==> src/rtl/debug_pkg.sv <==
// Shared constants and types for the debug mailbox: function codes written to
// word 0 and the PRINT unpacker state encoding.
package debug_pkg;

    localparam logic [31:0] DBG_FINISH    = 32'h0000_0000;
    localparam logic [31:0] DBG_ASSERT_EQ = 32'h0000_0001;
    localparam logic [31:0] DBG_ASSERT_NE = 32'h0000_0002;
    localparam logic [31:0] DBG_PRINT     = 32'h0000_0003;
    localparam logic [31:0] DBG_REGCHK    = 32'h0001_0000;
    localparam logic [31:0] DBG_DUMP      = 32'hFFFF_0000;

    typedef enum logic {
        IDLE,
        UNPACK
    } unpack_state_e;

endpackage

==> src/rtl/byte_fifo.sv <==
// Synchronous circular FIFO of bytes with full/empty flags and an occupancy count.
// The head reads as zero while empty so the consumer never sees stale storage.
module byte_fifo #(
    parameter int DEPTH = 16,
    parameter int W     = 8
) (
    input  logic                     clk,
    input  logic                     rst_n,
    input  logic                     push,
    input  logic [W-1:0]             push_data,
    input  logic                     pop,
    output logic [W-1:0]             head,
    output logic                     full,
    output logic                     empty,
    output logic [$clog2(DEPTH):0]   count
);

    localparam int AW = $clog2(DEPTH);

    logic [W-1:0]  mem_q [DEPTH];
    logic [AW-1:0] wr_ptr_q, wr_ptr_d;
    logic [AW-1:0] rd_ptr_q, rd_ptr_d;
    logic [AW:0]   count_q, count_d;
    logic          do_push, do_pop;

    assign empty   = (count_q == '0);
    assign full    = count_q[AW];
    assign count   = count_q;
    assign do_pop  = pop && !empty;
    // A push into a full FIFO is legal only when the head leaves on the same edge.
    assign do_push = push && (!full || do_pop);
    assign head    = empty ? '0 : mem_q[rd_ptr_q];

    always_comb begin
        wr_ptr_d = wr_ptr_q;
        rd_ptr_d = rd_ptr_q;
        count_d  = count_q;
        if (do_push) wr_ptr_d = wr_ptr_q + AW'(1);
        if (do_pop)  rd_ptr_d = rd_ptr_q + AW'(1);
        case ({do_push, do_pop})
            2'b10:   count_d = count_q + (AW+1)'(1);
            2'b01:   count_d = count_q - (AW+1)'(1);
            default: count_d = count_q;
        endcase
    end

    always_ff @(posedge clk) begin
        if (do_push) mem_q[wr_ptr_q] <= push_data;
    end

    always_ff @(posedge clk or negedge rst_n) begin
        if (!rst_n) begin
            wr_ptr_q <= '0;
            rd_ptr_q <= '0;
            count_q  <= '0;
        end else begin
            wr_ptr_q <= wr_ptr_d;
            rd_ptr_q <= rd_ptr_d;
            count_q  <= count_d;
        end
    end

endmodule

==> src/rtl/debug_mailbox.sv <==
// Memory-mapped debug mailbox: argument words, word-0 command strobe, sticky
// FINISH/overflow flags, and a PRINT unpacker feeding a console byte FIFO.
module debug_mailbox
    import debug_pkg::*;
#(
    parameter int ARG_WORDS  = 8,
    parameter int FIFO_DEPTH = 16
) (
    input  logic                              clk,
    input  logic                              reset,
    input  logic                              we,
    input  logic [$clog2(ARG_WORDS)-1:0]      addr,
    input  logic [31:0]                       wd,
    output logic [31:0]                       rd,
    output logic [ARG_WORDS-1:0][31:0]        datas,
    output logic                              cmd_valid,
    output logic [31:0]                       cmd_func,
    output logic                              busy,
    output logic                              char_valid,
    output logic [7:0]                        char_data,
    input  logic                              char_ready,
    output logic                              halted,
    output logic                              overflow
);

    logic [ARG_WORDS-1:0][31:0] datas_q;
    logic                       cmd_valid_q;
    logic [31:0]                cmd_func_q;
    logic                       halted_q;
    logic                       overflow_q;
    logic [31:0]                snap_q;
    unpack_state_e              state_q, state_d;
    logic [1:0]                 idx_q, idx_d;

    logic                       word0_wr, print_wr;
    logic                       fifo_push, fifo_pop, fifo_full, fifo_empty;
    logic [7:0]                 cur_byte, fifo_head;
    logic [$clog2(FIFO_DEPTH):0] fifo_count;

    assign word0_wr = we && (addr == '0);
    assign print_wr = word0_wr && (wd == DBG_PRINT);
    assign cur_byte = snap_q[{idx_q, 3'b000} +: 8];
    assign fifo_pop = !fifo_empty && char_ready;

    assign rd         = datas_q[addr];
    assign datas      = datas_q;
    assign cmd_valid  = cmd_valid_q;
    assign cmd_func   = cmd_func_q;
    assign halted     = halted_q;
    assign overflow   = overflow_q;
    assign char_valid = !fifo_empty;
    assign char_data  = fifo_head;
    // Count MSB is set exactly when the FIFO holds FIFO_DEPTH bytes.
    assign busy       = (state_q != IDLE) || fifo_count[$clog2(FIFO_DEPTH)];

    always_comb begin
        state_d   = state_q;
        idx_d     = idx_q;
        fifo_push = 1'b0;
        case (state_q)
            IDLE: begin
                if (print_wr) begin
                    state_d = UNPACK;
                    idx_d   = 2'd0;
                end
            end
            UNPACK: begin
                // A NUL terminates the string without being pushed.
                if (cur_byte == 8'h00) begin
                    state_d = IDLE;
                end else if (!fifo_full || fifo_pop) begin
                    fifo_push = 1'b1;
                    if (idx_q == 2'd3) state_d = IDLE;
                    else               idx_d   = idx_q + 2'd1;
                end
            end
            default: state_d = IDLE;
        endcase
    end

    always_ff @(posedge clk or negedge reset) begin
        if (!reset) begin
            datas_q     <= '0;
            cmd_valid_q <= 1'b0;
            cmd_func_q  <= '0;
            halted_q    <= 1'b0;
            overflow_q  <= 1'b0;
            snap_q      <= '0;
            state_q     <= IDLE;
            idx_q       <= 2'd0;
        end else begin
            if (we) datas_q[addr] <= wd;
            cmd_valid_q <= word0_wr;
            if (word0_wr) cmd_func_q <= wd;
            if (word0_wr && (wd == DBG_FINISH)) halted_q <= 1'b1;
            // A PRINT arriving mid-string is dropped; the current string carries on.
            if (print_wr && (state_q == UNPACK)) overflow_q <= 1'b1;
            if (print_wr && (state_q == IDLE))   snap_q     <= datas_q[1];
            state_q <= state_d;
            idx_q   <= idx_d;
        end
    end

    byte_fifo #(
        .DEPTH (FIFO_DEPTH),
        .W     (8)
    ) u_fifo (
        .clk       (clk),
        .rst_n     (reset),
        .push      (fifo_push),
        .push_data (cur_byte),
        .pop       (fifo_pop),
        .head      (fifo_head),
        .full      (fifo_full),
        .empty     (fifo_empty),
        .count     (fifo_count)
    );

endmodule

==> config.mk <==
export PLATFORM = sky130hd
export DESIGN_NAME = debug_mailbox
export DESIGN_NICKNAME = d
export VERILOG_FILES = /design/src/rtl/debug_pkg.sv /design/src/rtl/byte_fifo.sv /design/src/rtl/debug_mailbox.sv
export SDC_FILE = /design/constraint.sdc
export NUM_CORES = 1
export LEC_CHECK = 0
export CELL_PAD_IN_SITES_DETAIL_PLACEMENT = 1
export CELL_PAD_IN_SITES_GLOBAL_PLACEMENT = 1
export CORE_MARGIN = 2
export CORE_UTILIZATION = 46
export DETAILED_ROUTE_END_ITERATION = 7
export MAX_ROUTING_LAYER = met4
export PLACE_DENSITY = 0.9
export SLEW_MARGIN = 30
export SYNTH_ARGS = -nofsm -noshare
export SYNTH_HDL_FRONTEND = slang
export SYNTH_SLANG_ARGS = --single-unit
==> constraint.sdc <==
create_clock -name clk -period 10.6 [get_ports clk]
set_input_delay 1.59 -clock clk [delete_from_list [all_inputs] [get_ports clk]]
set_output_delay 1.59 -clock clk [all_outputs]
set_load 0.01 [all_outputs]
==> run_results.csv, run 1 <==
group,metric,value,unit
run_status,status,"finished, final reports clean",
floorplan,ios,372,
timing,rsz0062_at_grt,"false",
logic_synthesis,synth-main-ff-cell,"dfrtp_1",
grt,grt_usage,33.31,%
detailed_routing,wirelength,73430,µm
detailed_routing,first_pass_iters,5,
clocking,clock_latency,0.58,ns
logic_synthesis,synth_edf_count,128,
detailed_routing,vias,14220,
placement,dp_hpwl,48020,µm
timing,fmax,162.4,MHz
power_and_ir_drop,total_power,5.577,mW
logic_synthesis,ys_seq_elements,467,
logic_synthesis,avgSynthCellArea,14.51,µm²
logic_synthesis,synth_top_area_share,42.26,%
worst_setup_path,critPathMaxFanout,57,
logic_synthesis,synth.area.top_cells,"dfrtp_1 (42%), edfxtp_1 (19%), mux2_2 (17%)",
worst_setup_path,required,9.01,ns
timing,finalMaxSlewViolations,0,
timing,fin_crit_sh,58.10,%
detailed_routing,vias_per_cell,6.027,
logic_synthesis,synthCells,1383,
floorplan,die_w,212.9,µm
clocking,path_clk_slew,0.06,ns
logic_synthesis,post-synth-top-count-cell,"dfrtp_1",
power_and_ir_drop,leakage,10.90,nW
floorplan,die_h,212.9,µm
grt,antenna_found_initial,1,
final_layout,syn_to_final_growth,28.94,%
logic_synthesis,yosys-top-cells-count,"dfrtp_1 (339), mux2_2 (310), nand2_1 (184)",
placement,post_dp_cell_area,24320,µm²
worst_setup_path,cp.arrival,4.57,ns
logic_synthesis,netlist_area,20070,µm²
final_layout,final_cell_area,25880,µm²
logic_synthesis,synth-async-reset-ratio,72.59,%
timing,relSlewSlack,37.51,%
floorplan,num_rows,76,
placement,place_inst,2270,
placement,gp_congestion,0.9273,
logic_synthesis,seq_area_frac_synth,61.41,%
grt,grt_max_degree,186,
clocking,cts_resized,0,
grt,overflow,0,
floorplan,start_util,46.60,%
detailed_routing,postRouteAntennaNets,0,
clocking,clockBufferDepth,3,
worst_setup_path,crit_path_start_kind,"input pin",
worst_setup_path,worstSetupPathType,"in -> out",
grt,grt_pass1_wl,107000,µm
final_layout,drive_above_1_share,27.07,%
floorplan,dieArea,45320,µm²
logic_synthesis,synth_cell_types,47,
detailed_routing,drtIter0Drc,1270,
timing,hold_viol_final,0,
final_layout,stdcell_count,2359,
worst_setup_path,critPathCaptureType,"output port",
clocking,clock-sinks,467,
clocking,post-cts-setup-buffers,0,
timing,fin_worst_skew,0.02654,ns
worst_hold_path,min_path_type,"reg -> reg",
timing,finalCriticalPeriod,6.159,ns
final_layout,fin_nets,1785,
power_and_ir_drop,cellPowerDensity,215.5,nW/µm²
timing,worst_slew_pin_slew,0.9339,ns
worst_setup_path,cp_cell_sequence,"buf_2 -> buf_4 -> inv_2 -> nor2_1 -> a22oi_1 -> o221ai_1 -> clkdlybuf4s50_1",
detailed_routing,route.detailed.drc,0,
clocking,cts_hold_buf,0,
detailed_routing,wl_per_cell,31.13,µm
flow_run,cap_viol_max_count,0,
floorplan,core-area,43080,µm²
clocking,cts-htree-levels,2,
clocking,cts_tree,"done",
logic_synthesis,yosysTopAreaCell,"dfrtp_1",
grt,grt_pass1_vias,15850,
power_and_ir_drop,peakVddDrop,0.1500,mV
timing,setup_viol,0,
placement,io_buffers,371,
logic_synthesis,syn_nets,1432,
clocking,cts_buffers,48,
worst_setup_path,critPathMaxStageDelay,0.67,ns
worst_setup_path,crit_path_top_delay_cell,"nor2_1",
logic_synthesis,yosysWarnings,0,
timing,fin_setup_tns,0,ns
clocking,cts_root_buf,"clkbuf_16",
[kinds of logic after synthesis]
| kind of cell | after synthesis | synth area share, % |
|---|---|---|
| multiplexers | 391 | 24.55 |
| buffers and inverters | 97 | 2.113 |
| flip-flops | 467 | 61.41 |
| adder cells (fa/ha/maj) | 10 | 0.6234 |
| XOR/XNOR | 12 | 0.5236 |
| AND/OR/NAND/NOR | 276 | 6.103 |
| AO/OA/AOI/OAI | 130 | 4.675 |
[final timing paths]
check,start,end,slack (ns),cells past startpoint
max reg2reg,idx_q[0],u_fifo.count[4],6.65,12
min reg2reg,overflow,overflow,0.48,1
min in group asynchronous,reset,cmd_func[16],1.03,1
max,addr[2],rd[4],4.44,7
max in group asynchronous,reset,u_fifo.rd_ptr_q[0],7.94,3
min,overflow,overflow,0.48,1
[area by class of cell]
| type | count | area (µm²) |
|---|---|---|
| Tap cell | 585 | 732.0 |
| Timing Repair Buffer | 393 | 3906 |
| Clock inverter | 18 | 127.6 |
| Multi-Input combinational cell | 819 | 7363 |
| Sequential cell | 467 | 12330 |
| Antenna cell | 1 | 2.502 |
| Inverter | 7 | 26.28 |
| Fill cell | 4069 | 17200 |
| Clock buffer | 69 | 1391 |
[metal layers]
| metal | GRT usage, % | wire length [µm] |
|---|---|---|
| met4 | 14.37 | 3425 |
| met5 | - | 0 |
| met2 | 54.45 | 36590 |
| met1 | 39.73 | 27940 |
| met3 | 7.722 | 5475 |
[worst max-delay path, delay by kind of cell]
kind | cells | cell delay [ns]
buffers and inverters | 4 | 1.75
AOI/OAI and AO/OA | 2 | 0.50
and+or+nand+nor | 1 | 0.67
[where the power goes]
part           total [mW]  switching, mW  internal, mW
logic                1.44          0.643         0.793
registers            2.46          0.367          2.10
clock network        1.68          0.740         0.938
total                5.58           1.75          3.83
[flip-flops by register name, indices dropped and copies added (netlist names)]
name and count:
snap_q 32, datas 256, state_q 1, cmd_func 32, idx_q 2, u_fifo.count 5
u_fifo.rd_ptr_q 4, halted 1, u_fifo.wr_ptr_q 4, u_fifo.mem_q 128, overflow 1, cmd_valid 1
[cells in the final DEF, fill, tap and decap left out, drive strengths merged, types with 2 or more instances in the layout]
cell type	instances
mux2	310
and2	3
a21oi	21
a22oi	31
nand2	185
o21ai	13
buf	26
ha	10
o221ai	8
clkbuf	69
mux4	50
clkinv	13
nor3	6
edfxtp	128
nor4	11
dfrtp	339
nor2	38
mux2i	31
nand3	2
o22ai	13
a221oi	26
nand4	5
clkdlybuf4s50	367
a21o	2
nor2b	13
or2	2
clkinvlp	3
and3	2
inv	8
o22a	10
nand2b	6
xor2	5
xnor2	7
[per-stage QoR]
| step | utilization (%) | setup slack [ns] | hold slack, ns |
|---|---|---|---|
| floorplan | - | 6.094 | 0.4751 |
| global placement | 56.43 | 4.667 | 0.4423 |
| detailed placement | 56.45 | 4.638 | 0.4456 |
| CTS | 59.98 | 4.546 | 0.4833 |
| global route | 60.08 | 4.387 | 0.5070 |
| finish | 60.08 | 4.441 | 0.4805 |
(Power assumes the default switching activity.)
==> inputs of run 2 (changes only) <==
--- a/config.mk
+++ b/config.mk
@@ -8,10 +8,10 @@
 export CELL_PAD_IN_SITES_DETAIL_PLACEMENT = 1
 export CELL_PAD_IN_SITES_GLOBAL_PLACEMENT = 1
 export CORE_MARGIN = 2
-export CORE_UTILIZATION = 46
+export CORE_UTILIZATION = 43
 export DETAILED_ROUTE_END_ITERATION = 7
 export MAX_ROUTING_LAYER = met4
-export PLACE_DENSITY = 0.9
+export PLACE_DENSITY = 0.85
 export SLEW_MARGIN = 30
 export SYNTH_ARGS = -nofsm -noshare
 export SYNTH_HDL_FRONTEND = slang
==> constraint.sdc (replaced) <==
create_clock -name clk -period 6.2 [get_ports clk]
set_input_delay 0.93 -clock clk [delete_from_list [all_inputs] [get_ports clk]]
set_output_delay 0.93 -clock clk [all_outputs]
set_load 0.01 [all_outputs]
==> run 2 against run 1 <==
Compared with the run above:
- via count fell by 1.8%
- critical path depth is 1 lower
- die area grew 6.8%
- global-route usage is 2.7 points lower
- first-iteration DRC count fell by 35%
- combinational power up 69%
- sequential power increased by 69%
- non-clock buffer count is the same
- register-to-register slack got worse by 4.4 ns
- largest cell class unchanged
==> run_results.csv, run 2 (same netlist as run 1, synthesis figures left out) <==
group,metric,value,unit
grt,grt_max_degree,144,
final_layout,mostFrequentLayoutCells,"clkdlybuf4s50_1 (367), dfrtp_1 (338), mux2_2 (310)",
power_and_ir_drop,seq_power_share,43.6,%
timing,fin_ws,1.703,ns
worst_setup_path,required,5.27,ns
final_layout,fin_nets,1786,
power_and_ir_drop,p_comb_share,25.6,%
power_and_ir_drop,peakVddDrop,0.2666,mV
timing,finalCriticalPeriod,4.497,ns
detailed_routing,postRouteAntennaNets,0,
floorplan,ios,372,
timing,finalMaxSlewViolations,0,
floorplan,die_h,220.1,µm
floorplan,die_w,220.1,µm
timing,rsz0062_at_grt,"false",
placement,place_ws,1.785,ns
grt,grt_usage,30.62,%
worst_setup_path,rr_worst_depth,12,
clocking,path_clk_slew,0.06,ns
floorplan,core-area,46360,µm²
timing,worst_slew_pin_slew,1.116,ns
power_and_ir_drop,switchingPower,2.912,mW
placement,dp_hpwl,48310,µm
clocking,clock_latency,0.61,ns
worst_setup_path,worstReg2RegEnd,"u_fifo.count[4]",
clocking,post-cts-setup-buffers,0,
detailed_routing,wirelength,71070,µm
grt,overflow,0,
final_layout,drive_above_1_share,27.31,%
power_and_ir_drop,cellPowerDensity,366.7,nW/µm²
clocking,cts_tree,"done",
detailed_routing,vias_per_cell,5.854,
detailed_routing,route.detailed.drc,0,
grt,antenna_found_initial,2,
detailed_routing,wl_per_cell,29.80,µm
grt,grt_pass1_wl,105300,µm
worst_setup_path,critPathMaxFanout,19,
final_layout,stdcell_count,2385,
placement,place_inst,2292,
worst_setup_path,r2r_setup_slack,2.25,ns
clocking,cts_hold_buf,0,
grt,grt_pass1_vias,15440,
detailed_routing,drtIter0Drc,830,
worst_hold_path,min_path_type,"in -> async",
worst_setup_path,worstSetupPathType,"in -> out",
timing,fin_setup_tns,0,ns
timing,fmax,222.3,MHz
worst_setup_path,reg2reg_from,"idx_q[0]",
power_and_ir_drop,pwr-share-clk,30.8,%
clocking,clockBufferDepth,3,
floorplan,num_rows,79,
final_layout,syn_to_final_growth,29.53,%
final_layout,multi_input_area,7380,µm²
timing,relSlewSlack,25.49,%
power_and_ir_drop,intPower,6.623,mW
detailed_routing,first_pass_iters,6,
placement,gp_congestion,0.8919,
timing,fin_worst_skew,0.02952,ns
floorplan,dieArea,48420,µm²
floorplan,start_util,43.30,%
timing,setup_viol,0,
worst_setup_path,critPathCaptureType,"output port",
clocking,cts_buffers,49,
final_layout,final_common_cell,"clkdlybuf4s50_1",
final_layout,fillCellCount,4441,
clocking,cts_resized,0,
clocking,cts_root_buf,"clkbuf_16",
final_layout,ff_latch_area,12330,µm²
clocking,cts-htree-levels,2,
worst_setup_path,cp.arrival,3.57,ns
power_and_ir_drop,swShare,30.54,%
worst_setup_path,crit_path_start_kind,"input pin",
timing,hold_viol_final,0,
detailed_routing,vias,13960,
timing,holdWs,0.2001,ns
final_layout,post-route-util,56.08,%
placement,io_buffers,371,
final_layout,largest_register_ffs,256,
power_and_ir_drop,leakage,10.94,nW
flow_run,cap_viol_max_count,0,
timing,fin_crit_sh,72.54,%
run_status,status,"finished, final reports clean",
clocking,clock-sinks,467,
==> run 2: cell types whose count changed in the layout (fill, tap and decap cells not counted), moves of 2 or more <==
cell	previous run	this run
clkbuf_1	11	14
nor2_2	2	6
nor2_1	36	32
clkinvlp_4	3	1
clkbuf_8	9	11
inv_16	0	2
==> run 2: how the worst max path moves through the flow <==
stage                   from         endpoint  slack [ns]  cells after the start
global placement     addr[0]           rd[21]        1.76                      5
detailed placement   addr[2]            rd[4]        1.79                      6
CTS                  addr[2]           rd[25]        1.76                      6
finish               addr[2]           rd[25]        1.70                      6
floorplan           idx_q[0]  u_fifo.count[4]        2.84                     14
global route         addr[2]            rd[4]        1.65                      6
==> run 2: layer usage <==
metal	vias up	global-route usage, %	routed length [µm]
met1	7458	35.44	26970
met3	160	8.944	5396
li1	5821	-	-
met4	0	10.13	2611
met5	-	-	0
met2	523	51.17	36090
==> run 2: critical path: stages <==
cell             delay, ns
buf_2                 0.39
inv_2                 0.36
nor2_1                0.68
a22oi_1               0.26
o221ai_1              0.30
clkdlybuf4s50_1       0.64
==> run 2: power by group through the flow <==
| stage | Combinational (mW) | Sequential, mW | Clock [mW] |
|---|---|---|---|
| finish | 2.44 | 4.16 | 2.93 |
| CTS | 2.45 | 4.15 | 2.97 |
| global placement | 2.35 | 4.16 | 0 |
| global route | 2.57 | 4.22 | 3.09 |
| detailed placement | 2.41 | 4.20 | 0 |
| floorplan | 0.951 | 4.11 | 0 |
==> run 2: cell type report <==
| cell class | instances | share of cell area [%] |
|---|---|---|
| sequential | 467 | 47.43 |
| multi-input combinational | 819 | 28.38 |
| timing repair buffer | 393 | 15.04 |
| clock buffer | 74 | 5.500 |
| tap | 607 | 2.921 |
| clock inverter | 16 | 0.6112 |
| inverter | 7 | 0.1011 |
| antenna | 2 | 0.01925 |
==> run 2: through the flow <==
step / total power [mW] / instance area (µm²)
after floorplan: 5.064 / 20070
after detailed placement: 6.607 / 24360
final: 9.535 / 26000
after global routing: 9.878 / 26000
after CTS: 9.574 / 25950
after global placement: 6.512 / 24340
==> inputs of run 3 (changes only) <==
==> constraint.sdc (replaced) <==
create_clock -name clk -period 4.6 [get_ports clk]
set_input_delay 0.69 -clock clk [delete_from_list [all_inputs] [get_ports clk]]
set_output_delay 0.69 -clock clk [all_outputs]
set_load 0.01 [all_outputs]
==> run 3 against run 2 <==
Compared with the run above:
- register-to-register slack got worse by 1.6 ns
- sequential cell count did not move
- total power rose by 39%
- largest power group unchanged
- highest routed layer unchanged
==> run_results.csv, run 3 (same netlist as run 1, synthesis figures left out) <==
group,metric,value,unit
power_and_ir_drop,cellPowerDensity,502.9,nW/µm²
floorplan,start_util,43.30,%
worst_setup_path,critPathCaptureType,"output port",
run_status,status,"finished, final reports clean",
worst_setup_path,critPathMaxFanout,20,
timing,relSlewSlack,32.48,%
grt,overflow,0,
worst_setup_path,crit_path_top_delay_cell,"dfrtp_2",
worst_setup_path,crit_path_start_kind,"flop",
timing,fin_ws,0.6541,ns
detailed_routing,first_pass_iters,4,
worst_setup_path,worstSetupPathType,"reg -> out",
worst_setup_path,r2r_setup_slack,0.68,ns
floorplan,die_h,220.1,µm
detailed_routing,wirelength,71910,µm
clocking,cts_tree,"done",
clocking,post-cts-setup-buffers,0,
clocking,cts_resized,0,
power_and_ir_drop,leakage,11.09,nW
placement,dp_hpwl,49010,µm
clocking,clock-sinks,467,
floorplan,core-area,46360,µm²
final_layout,fillCellCount,4399,
timing,rsz0062_at_grt,"false",
timing,worst_slew_pin_slew,1.013,ns
final_layout,syn_to_final_growth,31.24,%
worst_hold_path,min_path_type,"reg -> reg",
worst_setup_path,cp_cell_sequence,"buf_12 -> mux4_2 -> mux4_2 -> nor2b_1 -> clkdlybuf4s50_1",
detailed_routing,drtIter0Drc,1021,
grt,grt_pass1_wl,106500,µm
grt,grt_pass1_vias,15540,
final_layout,fin_nets,1803,
timing,fmax,253.4,MHz
final_layout,largest_register_ffs,256,
timing,hold_viol_final,0,
grt,grt_usage,31.17,%
placement,place_ws,0.7105,ns
floorplan,die_w,220.1,µm
clocking,cts-htree-levels,2,
power_and_ir_drop,total_power,13.25,mW
timing,fin_setup_tns,0,ns
worst_setup_path,required,3.91,ns
final_layout,drive_above_1_share,28.46,%
clocking,cts_root_buf,"clkbuf_16",
detailed_routing,vias,14030,
timing,finalMaxSlewViolations,0,
floorplan,num_rows,79,
clocking,cts_hold_buf,0,
timing,setup_viol,0,
power_and_ir_drop,peakVddDrop,0.3242,mV
worst_setup_path,cp.arrival,3.26,ns
floorplan,dieArea,48420,µm²
timing,fin_worst_skew,0.02128,ns
detailed_routing,postRouteAntennaNets,0,
placement,io_buffers,371,
timing,fin_crit_sh,85.78,%
worst_setup_path,cpMostUsedCell,"mux4_2",
timing,holdWs,0.4599,ns
flow_run,cap_viol_max_count,0,
final_layout,mostFrequentLayoutCells,"clkdlybuf4s50_1 (367), dfrtp_1 (338), mux2_2 (310)",
worst_setup_path,critPathMaxStageDelay,0.71,ns
final_layout,final_common_cell,"clkdlybuf4s50_1",
placement,gp_congestion,0.9073,
clocking,path_clk_slew,0.06,ns
detailed_routing,vias_per_cell,5.842,
detailed_routing,wl_per_cell,29.95,µm
grt,grt_max_degree,114,
timing,finalCriticalPeriod,3.946,ns
floorplan,ios,372,
clocking,clock_latency,0.59,ns
clocking,clockBufferDepth,3,
grt,antenna_found_initial,2,
clocking,cts_buffers,50,
detailed_routing,route.detailed.drc,0,
==> run 3: cell count changes in the layout (fill, tap and decap cells not counted), sizes merged <==
cell | before | now
bufinv | 2 | 9
clkbuf | 74 | 67
dlygate4sd3 | 0 | 1
buf | 26 | 41
clkinv | 11 | 12
inv | 9 | 8
==> run 3: path summary, 6_finish.rpt <==
check                                   startpoint  cells after the start               to
worst max-delay path            u_fifo.rd_ptr_q[0]                      5     char_data[5]
worst min-delay path                      overflow                      1         overflow
worst max register to register            idx_q[0]                     12  u_fifo.count[4]
worst min register to register            overflow                      1         overflow
max in group asynchronous                    reset                      4       datas[116]
min in group asynchronous                    reset                      2        datas[15]
==> run 3: per-layer routing <==
| layer | track usage (%) | part of all wire, % | vias up |
|---|---|---|---|
| li1 | - | - | 5839 |
| met1 | 36.28 | 38 | 7443 |
| met2 | 51.28 | 50 | 578 |
| met3 | 7.964 | 7.9 | 167 |
| met4 | 13.42 | 4.8 | 0 |
| met5 | - | 0 | - |
==> run 3: final cells by class <==
class	count	area, µm²	share of cell area [%]
tap	607	759.5	2.883
antenna	2	5.005	0.01900
inverter	7	26.28	0.09975
sequential	467	12330	46.80
clock buffer	67	1396	5.301
timing repair buffer	409	4066	15.44
clock inverter	23	344.1	1.306
multi-input combinational	819	7416	28.15
==> run 3: stage by stage <==
step	std cells	instance area (µm²)	utilization (%)
after global placement	2307	24510	52.86
after global routing	2401	26340	56.82
after detailed placement	2307	24520	52.88
final	2401	26340	56.82
after floorplan	1383	20070	-
after CTS	2397	26260	56.64
==> run 3: critical path, delay by kind of cell, from the launching register on <==
| kind | cells | cell delay [ns] |
|---|---|---|
| buffers and inverters | 2 | 0.74 |
| muxes | 2 | 1.04 |
| and+or+nand+nor | 1 | 0.15 |
| DFF | 1 | 0.71 |
==> run 3: power by group <==
group / switching (mW) / total, mW / leakage [nW] / internal, mW
Combinational: 1.52 / 3.38 / 4.57 / 1.86
Clock: 1.68 / 4.31 / 0.851 / 2.63
Sequential: 0.734 / 5.56 / 5.66 / 4.83
Total: 3.93 / 13.2 / 11.1 / 9.31
